`config.mk`:
```
export PLATFORM = sky130hd
export DESIGN_NAME = serial_add_sequencer
export DESIGN_NICKNAME = d
export VERILOG_FILES = /design/src/rtl/serial_add_sequencer.sv
export SDC_FILE = /design/constraint.sdc
export NUM_CORES = 1
export LEC_CHECK = 0
export CAP_MARGIN = 15
export CORE_MARGIN = 1
export CORE_UTILIZATION = 45
export DETAILED_ROUTE_END_ITERATION = 10
export PLACE_DENSITY_LB_ADDON = 0.08
export RECOVER_POWER = 25
export SLEW_MARGIN = 20
export SYNTH_ARGS = -nofsm -noshare
export SYNTH_HDL_FRONTEND = slang
export SYNTH_SLANG_ARGS = --single-unit
```
`constraint.sdc`:
```
create_clock -name clk -period 6.37 [get_ports clk]
set_input_delay 1.274 -clock clk [delete_from_list [all_inputs] [get_ports clk]]
set_output_delay 1.274 -clock clk [all_outputs]
set_load 0.02 [all_outputs]
```
`src/rtl/serial_add_sequencer.sv`:
```
// Bit-serial add/subtract controller: one shared full-adder slice, LSB first,
// with a start/busy/done/ack handshake. Area-minimal add/sub path of the ALU.
module serial_add_sequencer #(
  parameter int unsigned WIDTH = 32,
  parameter int unsigned CNT_W = 6
) (
  input  logic             clk,
  input  logic             reset,
  input  logic             start,
  input  logic             sub,
  input  logic [WIDTH-1:0] in1,
  input  logic [WIDTH-1:0] in2,
  input  logic             ack,
  output logic             busy,
  output logic             done,
  output logic [WIDTH-1:0] sum,
  output logic             cOut,
  output logic             overflow
);

  typedef enum logic [1:0] {
    IDLE = 2'd0,
    RUN  = 2'd1,
    DONE = 2'd2
  } state_t;

  localparam logic [CNT_W-1:0] LAST_BIT = CNT_W'(WIDTH - 1);
  localparam logic [CNT_W-1:0] MSB_CIN  = CNT_W'(WIDTH - 2);

  state_t           state;
  logic [WIDTH-1:0] opa;
  logic [WIDTH-1:0] opb;
  logic             carry;
  logic [CNT_W-1:0] cnt;
  logic [WIDTH-2:0] res;        // low WIDTH-1 result bits, filled from the top
  logic             carry_msb;  // carry into the MSB slice

  // Half adder: {carry, sum}
  function automatic logic [1:0] half_add(input logic a, input logic b);
    return {a & b, a ^ b};
  endfunction

  logic [1:0] ha1;
  logic [1:0] ha2;
  logic       bit_s;
  logic       bit_c;

  // Shared full-adder slice built from two half adders and an OR on the carries
  assign ha1   = half_add(opa[0], opb[0]);
  assign ha2   = half_add(ha1[0], carry);
  assign bit_s = ha2[0];
  assign bit_c = ha1[1] | ha2[1];

  // Sequencer: latch operands, shift one bit per edge, present and hold the result
  always_ff @(posedge clk or posedge reset) begin
    if (reset) begin
      state     <= IDLE;
      opa       <= '0;
      opb       <= '0;
      carry     <= 1'b0;
      cnt       <= '0;
      res       <= '0;
      carry_msb <= 1'b0;
      busy      <= 1'b0;
      done      <= 1'b0;
      sum       <= '0;
      cOut      <= 1'b0;
      overflow  <= 1'b0;
    end else begin
      case (state)
        IDLE: begin
          if (start) begin
            opa   <= in1;
            opb   <= sub ? ~in2 : in2;
            carry <= sub;
            cnt   <= '0;
            busy  <= 1'b1;
            state <= RUN;
          end
        end

        RUN: begin
          opa   <= opa >> 1;
          opb   <= opb >> 1;
          res   <= (WIDTH-1)'({bit_s, res} >> 1);
          carry <= bit_c;
          cnt   <= cnt + CNT_W'(1);
          if (cnt == MSB_CIN) begin
            carry_msb <= bit_c;
          end
          if (cnt == LAST_BIT) begin
            sum      <= {bit_s, res};
            cOut     <= bit_c;
            overflow <= carry_msb ^ bit_c;
            busy     <= 1'b0;
            done     <= 1'b1;
            state    <= DONE;
          end
        end

        DONE: begin
          if (ack) begin
            done  <= 1'b0;
            state <= IDLE;
          end
        end

        default: begin
          busy  <= 1'b0;
          done  <= 1'b0;
          state <= IDLE;
        end
      endcase
    end
  end

endmodule

```
==> results of run 1 <==
layout by cell type, fill, tap and decap left out, types with 3 or more instances in the layout:
cell type | synthesis | layout
nand4_1 | 3 | 3
mux2_4 | 28 | 28
o21ai_0 | 38 | 38
a22oi_1 | 30 | 30
o221ai_1 | 31 | 31
mux2i_1 | 4 | 4
clkbuf_8 | 0 | 4
bufinv_16 | 0 | 3
dfrtp_1 | 141 | 139
clkbuf_16 | 0 | 17
nor2b_1 | 11 | 11
clkdlybuf4s50_1 | 0 | 102
nand2_1 | 186 | 186
clkinv_2 | 0 | 3
mux2_2 | 7 | 7
a21oi_1 | 11 | 11
xnor2_1 | 32 | 32
buf_4 | 0 | 6
metrics by stage:
stage          cells  area (um2)
2_1_floorplan    594        6341
3_3_place_gp     837        7405
3_5_place_dp     837        7405
4_1_cts          866        8001
5_1_grt          866        8001
6_report         866        8001
where the power goes:
| group | leakage (nW) | internal, mW | switching (mW) |
|---|---|---|---|
| sequential | 1.77 | 1.17 | 0.179 |
| clock | 0.294 | 0.649 | 0.345 |
| combinational | 1.46 | 0.264 | 0.271 |
kinds of logic (layout without fill, tap and decap cells):
family / count (synthesis) / count (layout)
and+or+nand+nor: 213 / 213
buffers and inverters: 50 / 142
muxes: 39 / 39
AOI/OAI and AO/OA: 115 / 115
xor gates and xnor gates: 33 / 33
DFF: 141 / 141
adders and majority gates: 3 / 3
per-layer routing:
layer,up-vias,wire length [um],global-route usage
li1,2182,-,-
met1,2256,5899,0.2624
met2,106,6230,0.2978
met3,10,507,0.04906
met4,0,108,0.05401
met5,-,0,0
worst register-to-register path, stage by stage (launching register included):
cell and delay, ns:
dfrtp_2 0.38, buf_4 0.33, nor2b_4 0.90, and3_4 0.79, mux2_2 0.44
sequential cells by signal, indices dropped and copies added, names as in the netlist, 2 cells and up:
register,flops
sum,32
opa,32
cnt,6
opb,32
res,31
state,2
final timing paths:
path	startpoint	to	slack (ns)	cells after the start
min in group asynchronous	reset	opa[30]	1.50	2
min reg2reg	done	done	0.48	1
max reg2reg	state[1]	sum[20]	3.41	4
max	start	opb[19]	3.40	3
max in group asynchronous	reset	res[11]	3.60	3
min	done	done	0.48	1
cell type report:
type	count	area share
inverter	3	0.002033
multi-input combinational	403	0.3188
timing repair buffer	110	0.1351
clock inverter	7	0.01407
tap	180	0.02815
clock buffer	22	0.06052
sequential	141	0.4413
==> impl_metrics.ini, run 1 <==
[global_routing]
first_global_vias = 4427
overflow = 0
grt_util_all_layers = 0.1906
grt_start_max_net_pins = 80
grt_pass1_wl_um = 21860
grt_antenna_before_repair = 0

[clock_tree]
h-tree-depth = 4
cts-resized-gates = 0
cts_buffer_depth = 2
numCtsBuffers = 17
cts_root_buf = clkbuf_16
clkLatencyLatePin_ns = 0.41
cts_hold_buf = 0
cts_tree = yes
cts.sinks = 141
path_clk_slew_ns = 0.05
cts_setup_buffers = 0

[synth]
synth_most_common_cell = nand2_1
syn_area_mm2 = 0.006341
synth.area.top_cells = dfrtp_1 (56%), nand2_1 (11%), mux2_4 (6.6%)
seq_area_frac_synth = 0.5564
yosys_warnings = 0
synth_compound_area_frac = 0.1233
synth_top_family_by_area = simple AND/OR/NAND/NOR gates
ys_ff_latch = 141
async_flop_share = 1.000
synthXorXnorAreaFrac = 0.04558
synth_ff_type = dfrtp_1
synthCells = 594
synthAdderAreaFrac = 0.007103
synthTopCellsByCount = nand2_1 (186), dfrtp_1 (141), o21ai_0 (38)
synth_edf_count = 0
synthMuxAreaShare = 0.08504
syn-num-nets = 666
yosys.cell_types.count = 36
synth_area_per_cell_um2 = 10.68
synth_top_area_share = 0.5564
yosys.area_share.simple = 0.1387
yosysTopAreaCell = dfrtp_1

[timing]
period_minus_slack_ns = 2.972
timing.final.max_slew_violations = 0
fin_crit_sh = 0.4665
rsz0062_at_grt = false
hold_ws_ns = 0.4814
skew_ns = 0.003724
tightest_slew_ns = 1.008
slew_headroom = 0.3268
setup_tns_ns = 0
hold_viol = 0
finalSetupViolations = 0
fmax_ghz = 0.3365
worst_slack_ns = 3.398

[critical_path]
cp-end-kind = register
cp_num_buf_inv = 1
max_stage_delay_ns = 0.85
path_max_fanout = 36
crit_family = buffers and inverters
critPathLaunchType = input pin
crit_type = input pin to register
cpMaxStageDelayCell = clkdlybuf4s50_1
arrival_ns = 3.28
crit_chain = clkdlybuf4s50_1, or3b_2, o221ai_1
worstPathRequired_ns = 6.68

[floorplan]
dieArea_mm2 = 0.01457
core-area_mm2 = 0.01383
die_x_um = 120.7
floorplan.initialDensity = 0.4586
die_h_um = 120.7
rows = 43
num_io_pins = 105

[routing]
drtAntennaViolNets = 0
vias_per_cell = 5.259
wl_per_cell_um = 14.72
drt-initial-drc-count = 308
drc_errors = 2
drt-pass1-iter-count = 8
vias = 4554
wl_um = 12750

[finish]
fillers = 1170
syn2layout_area_growth_pct = 26.18
nets = 748
fin_util = 0.5787
drive_above_1_share = 0.1122
regArea_mm2 = 0.003531
multi_input_area_mm2 = 0.002551
n_antenna_cell = 0

[placement]
port_buffers = 104
dpl.hpwl_um = 7521
place.gp.congestion = 0.7346
dp_slack_ns = 2.974

[status]
status = finished, violations left
failed_checks = DRC

[pwr]
leakage_nw = 3.522
ir_worst_vdd_mv = 0.1803
power_density_mw_per_mm2 = 359.0
total_power_mw = 2.872

[flow_run]
maxCapViolations = 0

[worst_hold_path]
hold_path_class = register to register
Note: power is estimated with default switching activity, not from simulation.
==> run 2, diff against run 1 <==
==> constraint.sdc (replaced) <==
create_clock -name clk -period 2.66 [get_ports clk]
set_input_delay 0.532 -clock clk [delete_from_list [all_inputs] [get_ports clk]]
set_output_delay 0.532 -clock clk [all_outputs]
set_load 0.02 [all_outputs]
==> run 2 against run 1 <==
Net effect: largest power group unchanged; worst setup slack lost 2.7 ns; combinational power grew 150%; sequential power grew 140%; critical endpoint is now state[0]; register-to-register slack lost 2.6 ns; clock power grew to 2.6 times the previous value; non-clock buffer count grew 10; the run now ends clean; clock skew grew 0.0030 ns.
==> impl_metrics.ini, run 2 (synthesis gave the netlist of run 1 again) <==
[status]
status = complete, no violations

[timing]
fmax_ghz = 0.5013
fin_crit_sh = 0.7500
skew_ns = 0.006742
finalSetupViolations = 0
rsz0062_at_grt = false
slew_headroom = 0.4651
tightest_slew_ns = 0.7979
worst_slack_ns = 0.6650
hold_ws_ns = 0.4652
period_minus_slack_ns = 1.995
hold_viol = 0
setup_tns_ns = 0
timing.final.max_slew_violations = 0

[placement]
dpl.hpwl_um = 8070
place.gp.congestion = 0.7602
port_buffers = 104
numPlacedInstances = 847
dp_slack_ns = 0.3035

[finish]
reg_top3 = opa: 32 flops, opb: 32 flops, sum: 32 flops
syn2layout_area_growth_pct = 28.57
nets = 758
n_antenna_cell = 0
drive_above_1_share = 0.1288
final_common_cell = nand2_1
layout_common_cells = nand2_1 (186), dfrtp_1 (139), clkdlybuf4s50_1 (102), o21ai_0 (38), xnor2_1 (32)
instances_no_fill = 879

[critical_path]
path_max_fanout = 59
worstPathRequired_ns = 3.06
cp-end-kind = async pin
crit_type = input pin to async pin
cpMaxStageDelayCell = clkbuf_4
crit_chain = dlygate4sd3_1, clkinvlp_2, clkbuf_4
critPathLaunchType = input pin
max_stage_delay_ns = 0.79
arrival_ns = 2.39

[routing]
drc_errors = 0
wl_per_cell_um = 14.73
vias_per_cell = 5.191
drt-initial-drc-count = 280
wl_um = 12950
drtAntennaViolNets = 0
drt-pass1-iter-count = 7
vias = 4563

[clock_tree]
cts_buffer_depth = 2
h-tree-depth = 4
cts_setup_buffers = 0
path_clk_slew_ns = 0.06
cts_tree = yes
cts_hold_buf = 0
cts_root_buf = clkbuf_16
numCtsBuffers = 17
clkLatencyLatePin_ns = 0.42
cts-resized-gates = 0
cts.sinks = 141

[floorplan]
floorplan.initialDensity = 0.4586
core-area_mm2 = 0.01383
dieArea_mm2 = 0.01457
rows = 43
die_x_um = 120.7
num_io_pins = 105
die_h_um = 120.7

[flow_run]
maxCapViolations = 0

[pwr]
power_density_mw_per_mm2 = 873.6
leakage_nw = 3.597
ir_worst_vdd_mv = 0.4466
total_power_mw = 7.122

[global_routing]
overflow = 0
grt_pass1_wl_um = 21710
grt_util_all_layers = 0.1918
first_global_vias = 4395
grt_start_max_net_pins = 60
grt_antenna_before_repair = 0

[worst_hold_path]
hold_path_class = register to register
run 2: changes by cell type in the layout (fill, tap and decap cells not counted), sizes merged:
cell / delta
clkbuf: -1
clkinv: +3
buf: +9
bufinv: +1
clkinvlp: +1
run 2: power breakdown:
| part | internal [mW] | leakage, nW | total, mW | switching, mW |
|---|---|---|---|---|
| sequential | 2.79 | 1.77 | 3.23 | 0.445 |
| clock | 1.65 | 0.317 | 2.57 | 0.917 |
| combinational | 0.653 | 1.51 | 1.32 | 0.666 |
run 2: per-layer routing:
layer,vias up,share of wire,GRT usage
li1,2205,-,-
met1,2235,0.48,0.2581
met2,108,0.47,0.2963
met3,15,0.036,0.04717
met4,0,0.014,0.07948
met5,-,0,0
run 2: final cells by class:
| cell class | instances | area [um2] |
|---|---|---|
| clock buffer | 20 | 466.7 |
| clock inverter | 12 | 185.2 |
| fill | 1140 | 5674 |
| inverter | 3 | 12.51 |
| multi-input combinational | 403 | 2551 |
| sequential | 141 | 3531 |
| tap | 180 | 225.2 |
| timing repair buffer | 120 | 1181 |
run 2: critical path, delay by kind of cell:
family | cells | cell delay (ns)
buffers and inverters | 3 | 1.83
run 2: through the flow:
step                  util  instance area, um2
finish              0.5896                8153
global route        0.5896                8153
CTS                 0.5907                8168
detailed placement  0.5436                7516
global placement    0.5436                7516
floorplan                -                6345
run 2: worst paths after layout:
kind | slack [ns] | end | start | depth (start not counted)
worst max-delay path | 0.67 | state[0] | reset | 3
worst min-delay path | 0.47 | cnt[5] | cnt[5] | 1
worst max register to register | 0.77 | sum[20] | cnt[2] | 3
worst min register to register | 0.47 | cnt[5] | cnt[5] | 1
max in group clk | 0.70 | busy | busy | 1
min in group asynchronous | 0.68 | opa[29] | reset | 2
==> run 3, diff against run 2 <==
==> constraint.sdc (replaced) <==
create_clock -name clk -period 1.6 [get_ports clk]
set_input_delay 0.32 -clock clk [delete_from_list [all_inputs] [get_ports clk]]
set_output_delay 0.32 -clock clk [all_outputs]
set_load 0.02 [all_outputs]
==> run 3 against run 2 <==
Net effect: utilization grew 0.43 points; total power grew 63%; clock power grew 52%; clock-buffer cell count is the same.
==> impl_metrics.ini, run 3 (synthesis gave the netlist of run 1 again) <==
[status]
status = complete, no violations

[clock_tree]
clkLatencyLatePin_ns = 0.42
cts_buffer_depth = 2
numCtsBuffers = 17
h-tree-depth = 4
path_clk_slew_ns = 0.06
cts_tree = yes
cts.sinks = 141
cts_root_buf = clkbuf_16

[floorplan]
num_io_pins = 105
floorplan.initialDensity = 0.4586
die_h_um = 120.7
rows = 43
core-area_mm2 = 0.01383
dieArea_mm2 = 0.01457
die_x_um = 120.7

[global_routing]
grt_start_max_net_pins = 89
overflow = 0
grt_util_all_layers = 0.1976
first_global_vias = 4613
grt_antenna_before_repair = 0
grt_pass1_wl_um = 22570

[timing]
worst_slack_ns = 0.06088
fin_crit_sh = 0.9620
tightest_slew_ns = 0.8055
finalSetupViolations = 0
period_minus_slack_ns = 1.539
rsz0062_at_grt = false
skew_ns = 0.005388
timing.final.max_slew_violations = 0
slew_headroom = 0.4630
setup_tns_ns = 0
hold_viol = 0
fmax_ghz = 0.6497

[critical_path]
crit_family = simple AND/OR/NAND/NOR gates
crit_chain = and4b_1, and3_4, buf_12, mux2_4
critPathLaunchType = register
r2r_slack_ns = 0.06
worstPathRequired_ns = 1.90
path_max_fanout = 14
cpMaxStageDelayCell = dfrtp_1
cp_num_buf_inv = 1
arrival_ns = 1.84
r2r_cells = 4
reg2reg_to = sum[7]
cp-end-kind = register
crit_type = register to register
max_stage_delay_ns = 0.39
rr_startpoint = cnt[5]

[routing]
drt-initial-drc-count = 384
drc_errors = 0
drtAntennaViolNets = 0
wl_um = 13160
vias = 4660
vias_per_cell = 5.230
drt-pass1-iter-count = 4
wl_per_cell_um = 14.77

[pwr]
power_density_mw_per_mm2 = 1411
ir_worst_vdd_mv = 0.7929
swShare = 0.2886
p_sw_mw = 3.345
leakage_nw = 3.721
intPower_mw = 8.244
power_frac_comb = 0.203
clkPwrFrac = 0.337
seq_power_share = 0.460

[placement]
dp_slack_ns = -0.1233
dpl.hpwl_um = 8312
port_buffers = 104
place.gp.congestion = 0.7599

[worst_hold_path]
min_to = carry
hold_path_class = input pin to register
min-delay-start = sub
holdPathStages = 4

[finish]
fillers = 1159
n_antenna_cell = 0
reg_top3 = opa: 32 flops, opb: 32 flops, sum: 32 flops
syn2layout_area_growth_pct = 29.50
layout_common_cells = nand2_1 (186), dfrtp_1 (139), clkdlybuf4s50_1 (66), o21ai_0 (38), dlygate4sd2_1 (36)
drive_above_1_share = 0.1392
nets = 770
final_common_cell = nand2_1

[flow_run]
maxCapViolations = 0
==> run 3: cell count changes in the layout (fill, tap and decap cells not counted), sizes merged <==
cell           delta
buf              +12
dlygate4sd2      +36
clkinvlp          +2
inv               -1
bufinv            -1
clkdlybuf4s50    -36
==> run 3: layer usage <==
layer  global-route usage  part of all wire
met2               0.3082              0.47
met1               0.2616              0.47
met4              0.07022             0.016
met5                    0                 0
met3              0.05849             0.043
==> run 3: per-stage QoR <==
step           cell area [um2]  hold WS (ns)    util  instances  power [mW]
4_1_cts                   8224        0.3513  0.5948        890       11.72
3_5_place_dp              7686        0.4651  0.5559        858       7.781
3_3_place_gp              7686        0.4641  0.5559        858       7.642
2_1_floorplan             6345        0.4382       -        594       6.841
5_1_grt                   8212        0.4770  0.5939        891       12.31
6_report                  8212        0.4672  0.5939        891       11.59
==> run 3: tightest hold or removal path: cells and delay by family <==
kind / cells / cell delay (ns)
buffers and inverters: 2 / 0.29
AOI/OAI and AO/OA: 2 / 0.21
==> run 3: final cells by class <==
class	count	area (um2)	area share
Tap cell	180	225.2	0.02743
Timing Repair Buffer	132	1309	0.1594
Clock inverter	12	146.4	0.01783
Multi-Input combinational cell	403	2551	0.3107
Sequential cell	141	3531	0.4300
Clock buffer	20	436.7	0.05318
Inverter	3	12.51	0.001524
==> run 3: timing repair <==
action,CTS,global route
buffers inserted,0,1
gates resized for setup,36,1
hold buffers,0,0
cloned,0,0
endpoints found under the setup margin,36,31
==> run 3: worst max-delay path by stage <==
stage                      start  endpoint  cells past startpoint
after floorplan            reset      busy                      1
after global placement     start   opb[21]                      4
after detailed placement   start   opa[15]                      6
after CTS                 cnt[5]   sum[27]                      4
after global routing      cnt[5]   sum[26]                      4
final                     cnt[5]    sum[7]                      4
==> run 3: power by group through the flow <==
stage	clock network (mW)	registers [mW]	logic, mW
floorplan	0	5.24	1.60
global placement	0	5.34	2.30
detailed placement	0	5.36	2.42
CTS	3.98	5.32	2.41
global route	4.17	5.46	2.68
finish	3.91	5.33	2.35
